### src/rtl/verdict_ram_scheduler_pkg.sv
// verdict_ram_scheduler_pkg: shared defaults and FSM encoding for the verdict RAM scheduler
//   DEF_WORD_W  : RAM word width, which is also the number of verdict bits per word
//   DEF_ADDR_W  : RAM address width (DEPTH = 2**ADDR_W)
//   DEF_RAM_LAT : RAM read latency in cycles
//   FLOW_CNT_W  : width of the batch total and the verdict counter
//   state_t     : port scheduler states
package verdict_ram_scheduler_pkg;
    localparam int DEF_WORD_W  = 64;
    localparam int DEF_ADDR_W  = 2;
    localparam int DEF_RAM_LAT = 1;
    localparam int FLOW_CNT_W  = 16;
    typedef enum logic [2:0] {
        ST_CLEAR,
        ST_IDLE,
        ST_WR,
        ST_RD,
        ST_RDWAIT
    } state_t;
endpackage

### src/rtl/verdict_ram_scheduler_packer.sv
// verdict_ram_scheduler_packer: packs per-flow verdict bits into RAM words, LSB first
//   i_clk, i_rst          : clock, sync active-high reset
//   i_verdict_valid/_bit  : one verdict per cycle
//   i_flow_total          : batch size, latched on the first verdict of a batch
//   i_buf_free            : the one-deep write buffer can take a word this cycle
//   i_finish              : final write retired; close the batch
//   o_word_done/_word/_addr : completed word handed to the write buffer
//   o_closing             : last verdict of the batch has been counted
//   o_open                : a batch is in progress
//   o_overflow            : sticky, a verdict was dropped
module verdict_ram_scheduler_packer
    import verdict_ram_scheduler_pkg::*;
#(
    parameter int WORD_W = DEF_WORD_W,
    parameter int ADDR_W = DEF_ADDR_W
) (
    input  logic                  i_clk,
    input  logic                  i_rst,
    input  logic                  i_verdict_valid,
    input  logic                  i_verdict_bit,
    input  logic [FLOW_CNT_W-1:0] i_flow_total,
    input  logic                  i_buf_free,
    input  logic                  i_finish,
    output logic                  o_word_done,
    output logic [WORD_W-1:0]     o_word,
    output logic [ADDR_W-1:0]     o_word_addr,
    output logic                  o_closing,
    output logic                  o_open,
    output logic                  o_overflow
);
    localparam int BIT_W = $clog2(WORD_W);
    logic                  r_open;
    logic                  r_closing;
    logic                  r_overflow;
    logic [FLOW_CNT_W-1:0] r_total;
    logic [FLOW_CNT_W-1:0] r_count;
    logic [WORD_W-1:0]     r_shift;
    logic [FLOW_CNT_W-1:0] w_cnt;
    logic [FLOW_CNT_W-1:0] w_tot;
    logic [FLOW_CNT_W-1:0] w_cnt_nxt;
    logic                  w_take;
    logic                  w_in_cap;
    logic                  w_last;
    logic                  w_full;
    logic                  w_cand;
    logic                  w_stall;
    logic                  w_accept;
    logic                  w_drop;
    logic [WORD_W-1:0]     w_word;
    // The verdict count doubles as the bit/word index: word = cnt/WORD_W, bit = cnt%WORD_W.
    always_comb begin
        w_cnt     = r_open ? r_count : '0;
        w_tot     = r_open ? r_total : i_flow_total;
        w_cnt_nxt = w_cnt + 1'b1;
        w_take    = i_verdict_valid && !r_closing && (w_tot != '0);
        w_in_cap  = (w_cnt >> (ADDR_W + BIT_W)) == '0;
        w_last    = w_cnt_nxt == w_tot;
        w_full    = w_cnt[BIT_W-1:0] == BIT_W'(WORD_W - 1);
        w_cand    = w_take && w_in_cap && (w_full || w_last);
        // A word that cannot be handed over holds the packer still and drops this verdict.
        w_stall   = w_cand && !i_buf_free;
        w_accept  = w_take && !w_stall;
        w_drop    = i_verdict_valid && (!w_take || !w_in_cap || w_stall);
        w_word    = r_shift | (WORD_W'(i_verdict_bit) << w_cnt[BIT_W-1:0]);
    end
    always_ff @(posedge i_clk) begin
        if (i_rst || i_finish) begin
            r_open    <= 1'b0;
            r_closing <= 1'b0;
            r_total   <= '0;
            r_count   <= '0;
            r_shift   <= '0;
        end else if (w_accept) begin
            r_open    <= 1'b1;
            r_closing <= w_last;
            r_count   <= w_cnt_nxt;
            r_shift   <= (w_cand || !w_in_cap) ? '0 : w_word;
            if (!r_open)
                r_total <= i_flow_total;
        end
        r_overflow <= i_rst ? 1'b0 : (r_overflow || w_drop);
    end
    assign o_word_done = w_cand && i_buf_free;
    assign o_word      = w_word;
    assign o_word_addr = w_cnt[BIT_W +: ADDR_W];
    assign o_closing   = r_closing;
    assign o_open      = r_open;
    assign o_overflow  = r_overflow;
endmodule

### src/rtl/verdict_ram_scheduler.sv
// verdict_ram_scheduler: owns the single-port flow-verdict RAM, clears it, packs verdicts, arbitrates writes over reads
//   i_clk, i_rst        : clock, sync active-high reset
//   i_verdict_valid/_bit, i_flow_total : verdict stream and batch size
//   i_rd_req, i_rd_addr : host read request, held until o_rd_ack
//   o_rd_ack, o_rd_data : one-cycle ack with registered read data
//   o_done              : one-cycle pulse once a batch is fully written
//   o_overflow          : sticky, a verdict was dropped
//   o_busy              : clearing the RAM or a batch is open
//   o_ram_en/_we/_addr/_din, i_ram_dout : external RAM port
module verdict_ram_scheduler
    import verdict_ram_scheduler_pkg::*;
#(
    parameter int WORD_W  = DEF_WORD_W,
    parameter int ADDR_W  = DEF_ADDR_W,
    parameter int RAM_LAT = DEF_RAM_LAT
) (
    input  logic                  i_clk,
    input  logic                  i_rst,
    input  logic                  i_verdict_valid,
    input  logic                  i_verdict_bit,
    input  logic [FLOW_CNT_W-1:0] i_flow_total,
    input  logic                  i_rd_req,
    input  logic [ADDR_W-1:0]     i_rd_addr,
    output logic                  o_rd_ack,
    output logic [WORD_W-1:0]     o_rd_data,
    output logic                  o_done,
    output logic                  o_overflow,
    output logic                  o_busy,
    output logic                  o_ram_en,
    output logic                  o_ram_we,
    output logic [ADDR_W-1:0]     o_ram_addr,
    output logic [WORD_W-1:0]     o_ram_din,
    input  logic [WORD_W-1:0]     i_ram_dout
);
    localparam int DEPTH = 2**ADDR_W;
    state_t            r_state;
    state_t            w_state_nxt;
    logic [ADDR_W-1:0] r_clr_addr;
    logic [ADDR_W-1:0] r_wr_addr;
    logic [WORD_W-1:0] r_wr_buf;
    logic              r_wr_pend;
    logic [7:0]        r_wait;
    logic              r_rd_ack;
    logic [WORD_W-1:0] r_rd_data;
    logic              r_done;
    logic              w_buf_free;
    logic              w_finish;
    logic              w_rd_fire;
    logic              w_word_done;
    logic [WORD_W-1:0] w_word;
    logic [ADDR_W-1:0] w_word_addr;
    logic              w_closing;
    logic              w_open;
    logic              w_overflow;
    logic              w_ram_en;
    logic              w_ram_we;
    logic [ADDR_W-1:0] w_ram_addr;
    logic [WORD_W-1:0] w_ram_din;
    // The buffer is free if empty or being written out this very cycle.
    assign w_buf_free = !r_wr_pend || (r_state == ST_WR);
    assign w_finish   = w_closing && w_buf_free;
    verdict_ram_scheduler_packer #(
        .WORD_W (WORD_W),
        .ADDR_W (ADDR_W)
    ) u_packer (
        .i_clk           (i_clk),
        .i_rst           (i_rst),
        .i_verdict_valid (i_verdict_valid),
        .i_verdict_bit   (i_verdict_bit),
        .i_flow_total    (i_flow_total),
        .i_buf_free      (w_buf_free),
        .i_finish        (w_finish),
        .o_word_done     (w_word_done),
        .o_word          (w_word),
        .o_word_addr     (w_word_addr),
        .o_closing       (w_closing),
        .o_open          (w_open),
        .o_overflow      (w_overflow)
    );
    always_comb begin
        w_state_nxt = r_state;
        w_ram_en    = 1'b0;
        w_ram_we    = 1'b0;
        w_ram_addr  = '0;
        w_ram_din   = '0;
        w_rd_fire   = 1'b0;
        case (r_state)
            ST_CLEAR: begin
                w_ram_en    = 1'b1;
                w_ram_we    = 1'b1;
                w_ram_addr  = r_clr_addr;
                w_state_nxt = (r_clr_addr == ADDR_W'(DEPTH - 1)) ? ST_IDLE : ST_CLEAR;
            end
            ST_IDLE:
                w_state_nxt = r_wr_pend ? ST_WR : (i_rd_req ? ST_RD : ST_IDLE);
            ST_WR: begin
                w_ram_en    = 1'b1;
                w_ram_we    = 1'b1;
                w_ram_addr  = r_wr_addr;
                w_ram_din   = r_wr_buf;
                w_state_nxt = ST_IDLE;
            end
            ST_RD: begin
                w_ram_en    = 1'b1;
                w_ram_addr  = i_rd_addr;
                w_state_nxt = ST_RDWAIT;
            end
            ST_RDWAIT: begin
                w_rd_fire   = r_wait == 8'(RAM_LAT - 1);
                w_state_nxt = w_rd_fire ? ST_IDLE : ST_RDWAIT;
            end
            default:
                w_state_nxt = ST_CLEAR;
        endcase
    end
    always_ff @(posedge i_clk) begin
        if (i_rst) begin
            r_state    <= ST_CLEAR;
            r_clr_addr <= '0;
            r_wr_addr  <= '0;
            r_wr_buf   <= '0;
            r_wr_pend  <= 1'b0;
            r_wait     <= '0;
            r_rd_ack   <= 1'b0;
            r_rd_data  <= '0;
            r_done     <= 1'b0;
        end else begin
            r_state    <= w_state_nxt;
            r_clr_addr <= (r_state == ST_CLEAR) ? r_clr_addr + 1'b1 : r_clr_addr;
            r_wait     <= (r_state == ST_RDWAIT) ? r_wait + 1'b1 : '0;
            r_wr_pend  <= w_word_done || (r_wr_pend && r_state != ST_WR);
            if (w_word_done) begin
                r_wr_buf  <= w_word;
                r_wr_addr <= w_word_addr;
            end
            r_rd_ack   <= w_rd_fire;
            if (w_rd_fire)
                r_rd_data <= i_ram_dout;
            r_done     <= w_finish;
        end
    end
    // Port strobes and busy are forced low while reset is held so nothing is written during reset.
    assign o_ram_en   = w_ram_en && !i_rst;
    assign o_ram_we   = w_ram_we && !i_rst;
    assign o_ram_addr = w_ram_addr;
    assign o_ram_din  = w_ram_din;
    assign o_busy     = !i_rst && ((r_state == ST_CLEAR) || w_open);
    assign o_rd_ack   = r_rd_ack;
    assign o_rd_data  = r_rd_data;
    assign o_done     = r_done;
    assign o_overflow = w_overflow;
endmodule

### config.mk
export PLATFORM = sky130hd
export DESIGN_NAME = verdict_ram_scheduler
export DESIGN_NICKNAME = d
export VERILOG_FILES = /design/src/rtl/verdict_ram_scheduler_pkg.sv /design/src/rtl/verdict_ram_scheduler_packer.sv /design/src/rtl/verdict_ram_scheduler.sv
export SDC_FILE = /design/constraint.sdc
export NUM_CORES = 1
export LEC_CHECK = 0
export ABC_CLOCK_PERIOD_IN_PS = 5600
export CAP_MARGIN = 20
export CORE_MARGIN = 4
export CORE_UTILIZATION = 56
export CTS_CLUSTER_DIAMETER = 50
export DETAILED_ROUTE_END_ITERATION = 10
export PLACE_DENSITY = 0.95
export RECOVER_POWER = 50
export SYNTH_ARGS = -nofsm -noshare
export SYNTH_HDL_FRONTEND = slang
export SYNTH_SLANG_ARGS = --single-unit
### constraint.sdc
create_clock -name i_clk -period 5.6 [get_ports i_clk]
set_input_delay 1.4 -clock i_clk [delete_from_list [all_inputs] [get_ports i_clk]]
set_output_delay 1.4 -clock i_clk [all_outputs]
set_load 0.05 [all_outputs]
==> impl_metrics.env, run 1 <==
export IMPL_start_util=0.577
export IMPL_num_rows=50
export IMPL_yosysUniqueCellTypes=59
export IMPL_ys_warn_count=0
export IMPL_synthDominantCellAreaShare=0.448
export IMPL_power_internal_uw=3060
export IMPL_synthTopCellsByCount="nand2_1, dfxtp_1, a21oi_1, nor2_1, clkbuf_1"
export IMPL_clk_latency_ps=520
export IMPL_rsz0062_at_grt="no"
export IMPL_max_slew_worst_pin_slew_ps=2030
export IMPL_arrival_ps=5200
export IMPL_syn_cell_area_um2=10900
export IMPL_drive_gt1_frac=0.0522
export IMPL_dp_cells=1762
export IMPL_cts_max_path_buffers=3
export IMPL_fin_tns_setup_ps=0
export IMPL_die_h_um=148
export IMPL_cts_resized=0
export IMPL_skew_ps=16.2
export IMPL_track_usage=0.289
export IMPL_power_density_nw_per_um2=286
export IMPL_fmax_mhz=210
export IMPL_synth_seq_cells=245
export IMPL_antenna_found_initial=1
export IMPL_synth_most_common_cell="nand2_1"
export IMPL_cts_buffers=26
export IMPL_synth_edf_count=0
export IMPL_yosysSeqAreaShare=0.448
export IMPL_fill_cells=1310
export IMPL_dr_pass1_iters=6
export IMPL_power_leakage_uw=0.00491
export IMPL_fin_crit_ps=4760
export IMPL_hold_viol_final=0
export IMPL_yosys_top_cells_area="dfxtp_1, nand2_1, mux2i_1, a21oi_1, nor2_1"
export IMPL_criticalPathCategory="in2reg"
export IMPL_slew_violations=207
export IMPL_clock_sinks=245
export IMPL_vdd_drop_max_uv=214
export IMPL_die_w_um=148
export IMPL_cts_setup_buffers=0
export IMPL_final_cells=1813
export IMPL_drtAntennaViolNets=0
export IMPL_pwr_share_seq=0.443
export IMPL_routed_via_density=5.87
export IMPL_grt_pass1_wl_mm=52.4
export IMPL_hold_end="r_wr_buf[21]"
export IMPL_grt_pass1_vias=10100
export IMPL_dp_hpwl_mm=22.1
export IMPL_min_path_type="reg2reg"
export IMPL_wl_mm=33.2
export IMPL_nNetsFinal=1622
export IMPL_netSwitchingFraction=0.245
export IMPL_r2r_cells=10
export IMPL_root_buffer="clkbuf_16"
export IMPL_htreeDepth=1
export IMPL_synth_nets=1460
export IMPL_post_route_drc_count=0
export IMPL_r2r_setup_slack_ps=1040
export IMPL_power_switching_uw=993
export IMPL_routedWlPerCell_um=18.3
export IMPL_holdPathStages=2
export IMPL_cts_hold_buffers=0
export IMPL_grt_overflow=0
export IMPL_fp_coreArea_um2=19000
export IMPL_dieArea_um2=21800
export IMPL_grt_start_max_net_pins=117
export IMPL_drt_iter0_markers=1267
export IMPL_synthFlopType="dfxtp_1"
export IMPL_outcome="finished, violations left"
export IMPL_synthCells=1370
export IMPL_setup_viol_count_final=0
export IMPL_worstHoldStart="r_wr_buf[21]"
export IMPL_path_clk_slew_ps=60
export IMPL_areaGrowthSynthToFinish_pct=29.5
export IMPL_fin_crit_sh=0.851
export IMPL_num_vias=10600
export IMPL_crit_path_start_kind="primary input"
export IMPL_crit_required_ps=6040
export IMPL_drv_cap=3
export IMPL_io_pins=223
export IMPL_timing_rr_end="u_packer.r_total[14]"
export IMPL_portBuffers=222
export IMPL_end_kind="register"
export IMPL_synth_top_area_cell="dfxtp_1"
export IMPL_clockPowerShare=0.472
export IMPL_synthesis_area_per_instance_um2=7.98
export IMPL_cts_tree="done"
export IMPL_violations="capacitance limit, slew limit"
export IMPL_comb_power_share=0.085
export IMPL_relSlewSlack=-0.356
export IMPL_path_max_fanout=16
export IMPL_synthArstFlopShare=0
export IMPL_p_total_uw=4050
export IMPL_gp_congestion=0.940
export IMPL_reg2reg_from="u_packer.o_open"
-- per-layer routing --
layer,wire length [µm],track usage
met2,16000,0.490
met3,3210,0.0604
met4,1320,0.107
met1,12600,0.364
met5,0,0
-- power groups by stage --
stage	combinational, µW	sequential (µW)	clock, µW
global placement	335	1830	0
detailed placement	342	1830	0
CTS	344	1790	1930
global route	373	1800	2010
floorplan	214	1820	0
finish	344	1790	1910
-- kinds of logic after synthesis --
family / count (synthesis) / share of synthesized area
compound gates: 261 / 0.131
flops: 245 / 0.448
mux: 85 / 0.0786
xor+xnor: 31 / 0.0248
fa+ha+maj: 3 / 0.00343
simple gates: 624 / 0.265
buf+inv: 121 / 0.0491
-- state kept, by name, summed over array words and instances (netlist names) --
signal               count
u_packer.o_open          1
o_done                   1
u_packer.r_total        16
r_wr_buf                64
r_wait                   8
r_state                  3
r_clr_addr               2
o_rd_ack                 1
r_wr_addr                2
u_packer.o_overflow      1
u_packer.o_closing       1
u_packer.r_count        16
u_packer.r_shift        64
r_wr_pend                1
o_rd_data               64
-- layout make-up --
type                       count  area, µm²  area share
clock inverter                19        273      0.0193
multi-input combinational   1004       5520       0.390
inverter                      12       45.0     0.00318
clock buffer                  29        703      0.0497
tap                          260        325      0.0230
timing repair buffer         243       2390       0.169
sequential                   245       4910       0.346
antenna                        1       2.50    0.000177
-- stage by stage --
step / hold WS (ps) / util / cell area [µm²] / worst slack, ps
after floorplan: 424 / - / 10900 / 1140
after global placement: 439 / 0.697 / 13200 / 1000
after detailed placement: 444 / 0.697 / 13200 / 910
after CTS: 455 / 0.748 / 14200 / 1260
after global routing: 465 / 0.747 / 14200 / 614
final: 450 / 0.747 / 14200 / 837
-- worst max path at each step --
stage                                from                    to  slack [ps]  depth (start not counted)
after floorplan                     i_rst              o_ram_we        1140                          4
after global placement    i_flow_total[5]  u_packer.r_shift[16]        1000                         10
after detailed placement  i_flow_total[5]           r_wr_buf[9]         910                          9
after CTS                    i_rd_addr[0]         o_ram_addr[0]        1260                          4
after global routing      i_flow_total[5]  u_packer.r_total[14]         610                         10
final                     i_flow_total[5]  u_packer.r_total[14]         840                         10
-- worst max-delay path, cell delays in order --
cell and delay (ps):
dlygate4sd3_1 570, mux2i_1 230, xor2_1 200, mux2_1 350, or4_1 580, o21ai_0 750, clkbuf_1 580, nor2_1 80
buf_4 250, mux2i_1 220
-- cell usage in the layout, fill, tap and decap left out, types with 5 or more instances in the layout --
master,netlist,routed
a211oi_1,4,5
mux2i_1,78,78
nor2_1,113,112
dfxtp_1,245,244
nor4_1,16,16
clkbuf_1,86,6
xnor2_1,22,22
nand2_1,258,257
or4_1,6,7
nand4_1,17,17
clkbuf_16,0,27
a21oi_1,135,134
xor2_1,9,9
bufinv_16,0,5
o21ai_0,69,71
and2_1,66,66
buf_4,2,12
nor2b_1,13,13
nand2b_1,8,8
inv_1,11,11
dlygate4sd3_1,0,68
or3_1,7,7
nor3_1,72,72
clkdlybuf4s50_1,0,153
nand3_1,27,27
a31oi_1,27,27
No activity file was read; power rests on OpenSTA's default activity.
==> run 2: changes to the inputs <==
PLACE_DENSITY = 0.86   (was 0.95)
==> run 2 against run 1 <==
Net effect: the run still ends with capacitance limit, slew limit left; clock-buffer cell count grew 4; non-clock buffer count shrank 3; total power shrank 3.8%; cell area shrank 0.50%; global-route usage shrank 0.78 points; maximum frequency grew 0.45%; via count shrank 3.0%; utilization shrank 0.38 points; hold slack lost 1.1 ps; clock power shrank 8%; setup slack gained 21 ps; register-to-register slack gained 60 ps.
==> impl_metrics.env, run 2 (synthesized netlist as in run 1, its figures left out) <==
export IMPL_drv_cap=3
export IMPL_path_clk_slew_ps=60
export IMPL_cts_tree="done"
export IMPL_place_ws_ps=728
export IMPL_violations="capacitance limit, slew limit"
export IMPL_wl_mm=31.8
export IMPL_crit_required_ps=6010
export IMPL_routed_via_density=5.70
export IMPL_cts_buffers=26
export IMPL_fill_cells=1401
export IMPL_relSlewSlack=-0.986
export IMPL_htreeDepth=1
export IMPL_max_slew_worst_pin_slew_ps=2980
export IMPL_clk_latency_ps=530
export IMPL_layout_commonest_cell="nand2_1"
export IMPL_layout_common_cells="nand2_1, dfxtp_1, clkdlybuf4s50_1"
export IMPL_dp_cells=1761
export IMPL_start_util=0.577
export IMPL_power_density_nw_per_um2=277
export IMPL_worstHoldStart="r_wr_buf[15]"
export IMPL_setup_viol_count_final=0
export IMPL_reg2reg_from="u_packer.r_count[2]"
export IMPL_dr_pass1_iters=6
export IMPL_areaGrowthSynthToFinish_pct=28.8
export IMPL_grt_pass1_wl_mm=51.2
export IMPL_end_kind="register"
export IMPL_fmax_mhz=211
export IMPL_root_buffer="clkbuf_16"
export IMPL_rsz0062_at_grt="no"
export IMPL_num_rows=50
export IMPL_clock_sinks=245
export IMPL_dp_hpwl_mm=21.4
export IMPL_cts_setup_buffers=0
export IMPL_r2r_cells=9
export IMPL_power_leakage_uw=0.00489
export IMPL_slew_violations=240
export IMPL_drive_gt1_frac=0.0510
export IMPL_diodes=0
export IMPL_arrival_ps=5150
export IMPL_dieArea_um2=21800
export IMPL_antenna_found_initial=0
export IMPL_regArea_um2=4910
export IMPL_track_usage=0.281
export IMPL_gp_congestion=0.894
export IMPL_crit_path_start_kind="primary input"
export IMPL_io_pins=223
export IMPL_cts_resized=0
export IMPL_die_w_um=148
export IMPL_nNetsFinal=1619
export IMPL_outcome="finished, violations left"
export IMPL_min_path_type="reg2reg"
export IMPL_criticalPathCategory="in2reg"
export IMPL_drtAntennaViolNets=0
export IMPL_num_vias=10300
export IMPL_vdd_drop_max_uv=231
export IMPL_grt_pass1_vias=9793
export IMPL_fp_coreArea_um2=19000
export IMPL_grt_start_max_net_pins=117
export IMPL_multi_input_area_um2=5530
export IMPL_final_cells=1808
export IMPL_p_total_uw=3900
export IMPL_skew_ps=8.68
export IMPL_timing_final_ws_setup_ps=858
export IMPL_fin_crit_sh=0.847
export IMPL_cts_hold_buffers=0
export IMPL_grt_overflow=0
export IMPL_hold_viol_final=0
export IMPL_path_max_fanout=32
export IMPL_holdPathStages=2
export IMPL_fin_tns_setup_ps=0
export IMPL_portBuffers=222
export IMPL_critPathLaunch="i_flow_total[5]"
export IMPL_cts_max_path_buffers=3
export IMPL_routedWlPerCell_um=17.6
export IMPL_drt_iter0_markers=833
export IMPL_fin_crit_ps=4740
export IMPL_post_route_drc_count=0
export IMPL_die_h_um=148
run 2: cell type report:
| cell class | count | share of cell area |
|---|---|---|
| well taps | 260 | 0.0231 |
| clock inverters | 14 | 0.0102 |
| clock buffers | 33 | 0.0531 |
| repair buffers | 240 | 0.170 |
| multi-input cells | 1004 | 0.392 |
| flip-flops and latches | 245 | 0.348 |
| inverters | 12 | 0.00320 |
run 2: power breakdown:
group	leakage, µW	internal (µW)	total (µW)	switching, µW
registers	0.00198	1760	1800	31.7
logic	0.00247	139	341	202
clock network	0.000445	1040	1760	716
run 2: path summary, 6_finish.rpt:
kind | to | slack [ps]
worst max-delay path | r_wr_buf[10] | 860
worst min-delay path | r_wr_buf[15] | 450
worst max register to register | r_wr_buf[10] | 1100
worst min register to register | r_wr_buf[15] | 450
run 2: worst max-delay path, cell delays in order:
cell and delay [ps]:
dlygate4sd3_1 590, mux2i_1 170, xor2_1 210, mux2_1 340, or4_1 570, or2_0 670
a211oi_4 530, buf_12 280, mux2_2 370
run 2: metal layers:
layer  up-vias  part of all wire  GRT usage
li1       4985                 -          -
met1      4781              0.40      0.364
met2       447              0.47      0.469
met3        98             0.096     0.0573
met4         0             0.035     0.0960
met5         -                 0          0
run 2: stage by stage:
step                cell area [µm²]   util  hold slack, ps
global placement              13200  0.695             440
detailed placement            13200  0.697             442
finish                        14100  0.743             449
global route                  14100  0.743             471
floorplan                     10900      -             424
CTS                           14100  0.744             452
==> run 3: changes to the inputs <==
ABC_CLOCK_PERIOD_IN_PS = 4000   (was 5600)
CORE_UTILIZATION = 47   (was 56)
PLACE_DENSITY = 0.77   (was 0.86)
clock period = 4 ns   (was 5.6 ns; I/O delays follow)
==> run 3 against run 2 <==
Net effect: the flow still finishes with violations (capacitance limit, slew limit); utilization shrank 12 points; wire length is 1.4% higher; register-to-register slack got worse by 790 ps; total power rose by 46%; sequential share of layout area down 0.53 points; cell area up 1.6%; critical path depth fell by 5; non-clock buffer count increased by 17; combinational power grew 40%; flip-flop and latch count is the same; largest cell class unchanged.
==> impl_metrics.env, run 3 (synthesized netlist as in run 1, its figures left out) <==
export IMPL_pwr_share_seq=0.441
export IMPL_wl_met2_mm=15.2
export IMPL_track_usage=0.238
export IMPL_die_h_um=161
export IMPL_max_slew_worst_pin_slew_ps=2040
export IMPL_hold_viol_final=0
export IMPL_io_pins=223
export IMPL_layout_common_cells="nand2_1, dfxtp_1, a21oi_1"
export IMPL_drtAntennaViolNets=0
export IMPL_fin_crit_ps=3730
export IMPL_wl_met1_mm=13.9
export IMPL_fin_tns_setup_ps=0
export IMPL_cts_hold_buffers=0
export IMPL_dieArea_um2=25800
export IMPL_gp_congestion=0.942
export IMPL_portBuffers=222
export IMPL_violations="capacitance limit, slew limit"
export IMPL_skew_ps=25.8
export IMPL_postPlaceCellArea_um2=13400
export IMPL_diodes=0
export IMPL_die_w_um=161
export IMPL_vdd_drop_max_uv=242
export IMPL_slew_violations=117
export IMPL_power_switching_uw=1370
export IMPL_drv_cap=1
export IMPL_outcome="finished, violations left"
export IMPL_fp_coreArea_um2=22800
export IMPL_met3_length_mm=2.35
export IMPL_wl_mm=32.3
export IMPL_fin_util=0.628
export IMPL_fin_crit_sh=0.932
export IMPL_power_density_nw_per_um2=398
export IMPL_fmax_mhz=268
export IMPL_grt_pass1_vias=9788
export IMPL_end_kind="output pin"
export IMPL_dr_pass1_iters=5
export IMPL_grt_start_max_net_pins=117
export IMPL_netSwitchingFraction=0.240
export IMPL_num_vias=10200
export IMPL_root_buffer="clkbuf_16"
export IMPL_clk_latency_ps=550
export IMPL_final_cell_area_um2=14300
export IMPL_crit_required_ps=3000
export IMPL_rsz0062_at_grt="no"
export IMPL_power_internal_uw=4330
export IMPL_path_max_fanout=34
export IMPL_clock_sinks=245
export IMPL_post_route_drc_count=0
export IMPL_nNetsFinal=1639
export IMPL_crit_path_start_kind="register"
export IMPL_htreeDepth=1
export IMPL_drt_iter0_markers=945
export IMPL_holdWs_ps=449
export IMPL_path_clk_slew_ps=60
export IMPL_top_layer_used="met5"
export IMPL_drive_gt1_frac=0.0829
export IMPL_clockPowerShare=0.476
export IMPL_criticalPathCategory="reg2out"
export IMPL_cts_max_path_buffers=3
export IMPL_num_rows=55
export IMPL_relSlewSlack=-0.360
export IMPL_arrival_ps=2730
export IMPL_routed_via_density=5.43
export IMPL_power_leakage_uw=0.00512
export IMPL_routedWlPerCell_um=17.1
export IMPL_cts_tree="done"
export IMPL_cts_buffers=29
export IMPL_min_path_type="reg2reg"
export IMPL_setup_viol_count_final=0
export IMPL_grt_pass1_wl_mm=51.4
export IMPL_layout_commonest_cell="nand2_1"
export IMPL_dp_hpwl_mm=22.3
export IMPL_start_util=0.480
export IMPL_grt_overflow=0
export IMPL_comb_power_share=0.084
export IMPL_antenna_found_initial=1
export IMPL_areaGrowthSynthToFinish_pct=30.8
==> run 3: cell types whose count changed in the layout (fill, tap and decap cells not counted), sizes merged <==
cell / previous run / this run
clkinvlp: 1 / 2
inv: 14 / 15
clkdlybuf4s50: 152 / 116
dlymetal6s2s: 0 / 3
bufinv: 2 / 3
clkbuf: 38 / 53
clkinv: 9 / 3
buf: 14 / 56
==> run 3: final cells by class <==
| cell class | count | area, µm² |
|---|---|---|
| Tap cell | 313 | 392 |
| Sequential cell | 245 | 4910 |
| Inverter | 12 | 45.0 |
| Fill cell | 1953 | 8470 |
| Timing Repair Buffer | 257 | 2440 |
| Clock inverter | 11 | 150 |
| Multi-Input combinational cell | 1004 | 5520 |
| Clock buffer | 40 | 847 |
==> run 3: what timing repair did <==
action,CTS,global route
setup endpoints to repair,0,3
setup buffers,0,0
gates resized for setup,0,3
==> run 3: power by group through the flow <==
stage	Clock (µW)	Combinational, µW	Sequential, µW
2_1_floorplan	0	300	2550
3_3_place_gp	0	481	2560
6_report	2710	476	2510
4_1_cts	2750	488	2510
5_1_grt	2850	516	2520
3_5_place_dp	0	485	2570
==> run 3: through the flow <==
stage / cells / power, µW / worst slack [ps]
global placement: 1830 / 3040 / 4.73
global route: 1882 / 5890 / 63.1
floorplan: 1370 / 2850 / 22.2
CTS: 1882 / 5750 / 54.2
detailed placement: 1831 / 3050 / -57.1
finish: 1882 / 5700 / 273
==> run 3: critical path, stage by stage (launching register included) <==
cell and delay (ps):
dfxtp_1 540, nor3b_2 230, buf_4 320, and2_1 230
clkdlybuf4s50_1 860
==> run 3: final timing paths <==
check	cells after the start	end	slack, ps	startpoint
hold reg to reg	2	o_rd_data[13]	450	o_rd_data[13]
hold / removal	2	o_rd_data[13]	450	o_rd_data[13]
setup / recovery	4	o_ram_din[63]	270	r_state[1]
setup reg to reg	10	r_wr_buf[55]	310	u_packer.r_count[1]
==> run 3: metal layers <==
layer | up-vias | GRT usage
met5 | - | 0
met4 | 2 | 0.0696
met3 | 65 | 0.0523
met2 | 390 | 0.396
met1 | 4718 | 0.313
li1 | 5037 | -
